### src/rtl/shake_coeff_sampler.sv
`default_nettype none
// ============================================================================
// Module   : shake_coeff_sampler
// Brief    : Rejection sampler on the shake256 squeeze stream. Emits N
//            coefficients in [0, Q-1] from 16-bit little-endian candidates.
// Revision : 1.0 - initial release
// ============================================================================
module shake_coeff_sampler #(
    parameter int Q       = 12289,
    parameter int COEFF_W = 14,
    parameter int N       = 256
) (
    input  logic                     clk,
    input  logic                     rst_n,
    input  logic                     start,
    input  logic [63:0]              in_data,
    input  logic [7:0]               in_keep,
    input  logic                     in_valid,
    output logic                     in_ready,
    input  logic                     in_last,
    output logic [COEFF_W-1:0]       coeff,
    output logic                     coeff_valid,
    input  logic                     coeff_ready,
    output logic                     coeff_last,
    output logic [$clog2(N+1)-1:0]   coeff_cnt,
    output logic                     done,
    output logic                     error
);

    localparam int               CNT_W      = $clog2(N + 1);
    localparam logic [16:0]      c_Q        = 17'(Q);
    localparam logic [16:0]      c_MASK     = 17'((1 << COEFF_W) - 1);
    localparam logic [CNT_W-1:0] c_LAST_CNT = CNT_W'(N - 1);

    typedef enum logic [2:0] {
        S_IDLE  = 3'd0,
        S_LOAD  = 3'd1,
        S_SCAN  = 3'd2,
        S_DRAIN = 3'd3,
        S_DONE  = 3'd4
    } state_t;

    state_t           r_state;
    state_t           w_state_nxt;
    logic [63:0]      r_buf_data;
    logic [7:0]       r_buf_keep;
    logic             r_buf_last;
    logic [1:0]       r_lane;
    logic [CNT_W-1:0] r_cnt;
    logic             r_error;

    logic [16:0]      w_cand;
    logic             w_usable;
    logic             w_run_start;
    logic             w_load;
    logic             w_take;
    logic             w_advance;
    logic             w_set_error;

    // Extra zero MSB lets the Q compare work even when Q == 2^COEFF_W.
    assign w_cand   = {1'b0, r_buf_data[{r_lane, 4'b0000} +: 16]} & c_MASK;
    assign w_usable = &r_buf_keep[{r_lane, 1'b0} +: 2];

    always_ff @(posedge clk or negedge rst_n) begin
        if (!rst_n) begin
            r_state <= S_IDLE;
        end else begin
            r_state <= w_state_nxt;
        end
    end

    always_comb begin
        w_state_nxt = r_state;
        in_ready    = 1'b0;
        coeff_valid = 1'b0;
        coeff_last  = 1'b0;
        done        = 1'b0;
        w_run_start = 1'b0;
        w_load      = 1'b0;
        w_take      = 1'b0;
        w_advance   = 1'b0;
        w_set_error = 1'b0;
        case (r_state)
            S_IDLE: begin
                if (start) begin
                    w_run_start = 1'b1;
                    w_state_nxt = S_LOAD;
                end
            end
            S_LOAD: begin
                in_ready = 1'b1;
                if (in_valid) begin
                    w_load      = 1'b1;
                    w_state_nxt = S_SCAN;
                end
            end
            S_SCAN: begin
                if (w_usable && (w_cand < c_Q)) begin
                    coeff_valid = 1'b1;
                    coeff_last  = (r_cnt == c_LAST_CNT);
                    if (coeff_ready) begin
                        w_take = 1'b1;
                        if (coeff_last) begin
                            w_state_nxt = r_buf_last ? S_DONE : S_DRAIN;
                        end else begin
                            w_advance = 1'b1;
                        end
                    end
                end else begin
                    w_advance = 1'b1;
                end
                // Leaving the last lane without reaching N: a final word means a short stream.
                if (w_advance && (r_lane == 2'd3)) begin
                    w_state_nxt = r_buf_last ? S_DONE : S_LOAD;
                    w_set_error = r_buf_last;
                end
            end
            S_DRAIN: begin
                in_ready = 1'b1;
                if (in_valid && in_last) begin
                    w_state_nxt = S_DONE;
                end
            end
            S_DONE: begin
                done        = 1'b1;
                w_state_nxt = S_IDLE;
            end
            default: begin
                w_state_nxt = S_IDLE;
            end
        endcase
    end

    always_ff @(posedge clk or negedge rst_n) begin
        if (!rst_n) begin
            r_buf_data <= '0;
            r_buf_keep <= '0;
            r_buf_last <= 1'b0;
            r_lane     <= '0;
            r_cnt      <= '0;
            r_error    <= 1'b0;
        end else begin
            if (w_run_start) begin
                r_cnt   <= '0;
                r_error <= 1'b0;
            end
            if (w_load) begin
                r_buf_data <= in_data;
                r_buf_keep <= in_keep;
                r_buf_last <= in_last;
                r_lane     <= '0;
            end
            if (w_take) begin
                r_cnt <= r_cnt + CNT_W'(1);
            end
            if (w_advance) begin
                r_lane <= r_lane + 2'd1;
            end
            if (w_set_error) begin
                r_error <= 1'b1;
            end
        end
    end

    assign coeff     = coeff_valid ? w_cand[COEFF_W-1:0] : '0;
    assign coeff_cnt = r_cnt;
    assign error     = r_error;

endmodule
`default_nettype wire

### config.mk
export PLATFORM = sky130hd
export DESIGN_NAME = shake_coeff_sampler
export DESIGN_NICKNAME = d
export VERILOG_FILES = /design/src/rtl/shake_coeff_sampler.sv
export SDC_FILE = /design/constraint.sdc
export NUM_CORES = 1
export LEC_CHECK = 0
export ABC_AREA = 1
export BUFFER_PORTS_ARGS = -buffer_cell sky130_fd_sc_hd__buf_2
export CAP_MARGIN = 20
export CELL_PAD_IN_SITES_DETAIL_PLACEMENT = 1
export CELL_PAD_IN_SITES_GLOBAL_PLACEMENT = 2
export CORE_MARGIN = 10
export CORE_UTILIZATION = 32
export DETAILED_ROUTE_END_ITERATION = 7
export GPL_ROUTABILITY_DRIVEN = 0
export HOLD_SLACK_MARGIN = 0.15
export PLACE_DENSITY = 0.78
export SETUP_SLACK_MARGIN = 0.15
export SYNTH_ARGS = -nofsm -noshare
export SYNTH_HDL_FRONTEND = slang
export SYNTH_SLANG_ARGS = --single-unit
### constraint.sdc
create_clock -name clk -period 2.4 [get_ports clk]
set_input_delay 0.24 -clock clk [delete_from_list [all_inputs] [get_ports clk]]
set_output_delay 0.24 -clock clk [all_outputs]
set_load 0.005 [all_outputs]
==> results.md <==
* Core area at 0.0120 mm^2
* DRT Wirelength at 12.3 mm
* Startpoint types: flop
* Yosys top cell area share at 50.9%
* Post-place setup slack at 58.6 ps
* CTS Buf Count at 9
* Number of I/O pins at 106
* Top cell family by delay on the critical path: simple AND/OR/NAND/NOR gates
* Critical path, cell by cell: inv_4 -> buf_12 -> nand2_1 -> nand3_1 -> nand2_1 -> nand2_1 -> nor2_2 -> nand3_2 -> nand2_4 -> nand3_4 -> buf_12 -> nor2_1 -> buf_2
* Slew Limit Fails at 0
* Aggregate global routing overflow at 0
* Via density at 4.73
* Initial Util at 32.7%
* WS Path Type: reg2out
* Hold Vio Cnt, Final at 0
* Final hold slack at 162 ps
* Post-route insts no fill at 718
* # nets final at 647
* Peak supply drop at 634 uV
* CTS Buffer Depth at 2
* Seq/Total Area, Yosys at 50.9%
* Vias in the first global route at 3730
* WP depth at 13
* Pwr per Cell Area at 1200 mW/mm^2
* P_leak at 2.79 nW
* Worst hold path type: in2reg
* Top Metal Used: met4
* Synth warn at 0
* Worst-Skew Late Latency at 340 ps
* Max Freq at 0.417 GHz
* Worst Setup Slack, final at 4.26 ps
* DRC Markers at 0
* Port Buf Inserts at 97
* Post-synth EDFFs at 0
* Commonest cells in the netlist: nand2_1 (97), dfrtp_1 (80), mux2_2 (65), nand3_1 (41), nor2_1 (37)
* Synthesized area at 0.00393 mm^2
* Fillers at 1381
* Multiplexer share of the synthesized area at 18.6%
* Largest net degree at the start of global routing at 68
* Max_slew headroom at 62.9%
* Syn avg cell area at 9.95 um^2
* Period utilisation layout at 99.8%
* Adder-Cell Fraction of Synth Area at 0.955%
* Area Overhead vs Synth at 46.4%
* Layout cell share with drive strength beyond 1 at 42.2%
* First-pass GRT wire length at 19.2 mm
* Async S/R FF share, synth at 100%
* Clock transition at path regs at 60 ps
* Cell Count Post-Placement at 628
* Worst Hold Path Cells at 2
* RSZ-0062 raised after global routing: true
* Simple-gate share of the synthesized area at 20.1%
* Placed Area at 0.00458 mm^2
* Main combinational cell family by area after synthesis: simple AND/OR/NAND/NOR gates
* WL per Instance at 17.1 um
* Worst Path Required at 2160 ps
* H-tree Lvls at 3
* CP bufs+invs at 4
* Drt first pass iters at 4
* Critical path capture point type: output port
* WP data arrival at 2160 ps
* First DRT Iteration DRCs at 89
* Final Cell Area at 0.00576 mm^2
* ANT nets after route at 0
* M1 WL at 5.06 mm
* Worst-path fanout max at 13
* CP max stage cell: dfrtp_2
* Antenna fix cells at 0
* WL met3 at 504 um
* Clk sinks at 80
* Die H at 131 um
* Max-cap viol count at 0
* Met2 WL at 6.58 mm
* DR vias at 3397
* Initial antenna violation count at 0
* Row cnt at 40
* Synth Area in XOR/XNOR at 0.891%
* Prevailing post-synth register cell: dfrtp_1
* GRT Util Overall at 14.5%
* Synth unique cells at 32
* Main area contributors after synthesis: dfrtp_1 (51%), mux2_2 (19%), nand2_1 (9.3%), nand3_1 (5.2%), nor2_1 (3.5%)
* Status: complete, no violations
* Max stage delay on crit path at 430 ps
* Root Driver: clkbuf_16
* Most used cell, CP: nand2_1
* Worst Max-Slew Pin Slew at 557 ps
* Post-synthesis compound-gate area fraction at 3.41%
* CTS tree: done
* Min Tclk post-route at 2400 ps
* Most frequent cell after synthesis: nand2_1
* Post-synthesis cell count at 395
* Area of the die at 0.0171 mm^2
* Mapped Nets at 476
* Final Setup Violations at 0
* FF+latch count, synth at 80
* Number of cells on the worst reg-to-reg path at 18
* Hpwl dp at 7.88 mm
* Final Skew at 5.22 ps
* Dominant cell type by area after synthesis: dfrtp_1
* Die Wd at 131 um
-- per-layer routing --
layer / vias up / track usage [%]
li1: 1647 / -
met1: 1686 / 16.0
met2: 55 / 26.6
met3: 9 / 3.55
met4: 0 / 4.91
met5: - / 0
-- flip-flops by register name (all words and copies together), names as in the netlist --
register,flops
coeff_cnt,9
error,1
r_buf_data,56
r_buf_keep,8
r_buf_last,1
r_lane,2
r_state,3
-- what timing repair did --
action | 4_1_cts | 5_1_grt
buffers inserted | 5 | 7
gates resized for setup | 19 | 24
gates cloned | 0 | 2
hold buffers | 59 | 1
pin swaps | 3 | 3
setup endpoints to repair | 26 | 27
endpoints found under the hold margin | 96 | 1
-- cell families after synthesis --
kind of cell | Yosys count
muxes | 65
AOI/OAI and AO/OA | 22
xor gates and xnor gates | 4
buffers and inverters | 37
adders and majority gates | 3
DFF | 80
and+or+nand+nor | 184
-- metrics by stage --
stage          power, W  TNS [ps]  util, %
6_report        0.00693         0     47.9
5_1_grt         0.00747     -1560     47.9
4_1_cts         0.00670     -40.5     46.4
3_5_place_dp    0.00502         0     38.1
3_3_place_gp    0.00492         0     38.1
2_1_floorplan   0.00423         0        -
-- power by group --
group | internal (W) | total, W | switching (W)
Sequential | 0.00200 | 0.00238 | 0.000378
Clock | 0.000781 | 0.00132 | 0.000539
Combinational | 0.00155 | 0.00324 | 0.00168
-- path summary, 6_finish.rpt --
check / start / endpoint / slack, ps
max reg2reg: r_lane[0]$_DFFE_PN0P_ / coeff_cnt[4]$_DFFE_PN0P_ / 120
min: in_data[61] / r_buf_data[61]$_DFFE_PN0P_ / 160
max in group asynchronous: rst_n / r_lane[0]$_DFFE_PN0P_ / 1340
min in group asynchronous: rst_n / r_buf_data[7]$_DFFE_PN0P_ / 430
min reg2reg: error$_DFFE_PN0P_ / error$_DFFE_PN0P_ / 480
max: r_lane[0]$_DFFE_PN0P_ / coeff[6] / 4
-- cell usage in the layout (no fill, tap or decap), types with 3 or more instances in the layout --
cell           count
nand3_2            4
inv_1             14
clkinv_2           3
xor2_1             4
buf_4             12
dfrtp_1           78
o21ai_0            7
nand2_1           90
nand2_2            7
nand3_1           36
dlygate4sd3_1     60
nor2_4             3
clkbuf_16         10
buf_6              4
o21ai_1            4
buf_2             95
nor2_1            20
o22ai_1            4
buf_12             5
clkbuf_8           3
mux2_2            65
nor2_2            14
-- final cells by class --
cell class / count / area (um^2) / area share, %
clock buffers: 13 / 270 / 4.69
clock inverters: 3 / 15.0 / 0.261
inverters: 19 / 81.3 / 1.41
multi-input cells: 278 / 1850 / 32.1
flip-flops and latches: 80 / 2000 / 34.8
well taps: 147 / 184 / 3.19
repair buffers: 178 / 1350 / 23.5
-- worst register-to-register path, cell delays in order, from the launching register on --
cell	delay, ps
dfrtp_2	430
inv_4	80
buf_12	150
nand2_1	60
nand3_1	60
nand2_1	110
nand2_1	90
nor2_2	130
nand3_2	110
nand2_4	100
nand3_4	90
buf_12	170
buf_4	150
nor2_8	120
inv_4	60
nand2_4	90
inv_2	60
nand2_1	50
o21ai_1	60
Note: power is estimated with default switching activity, not from simulation.
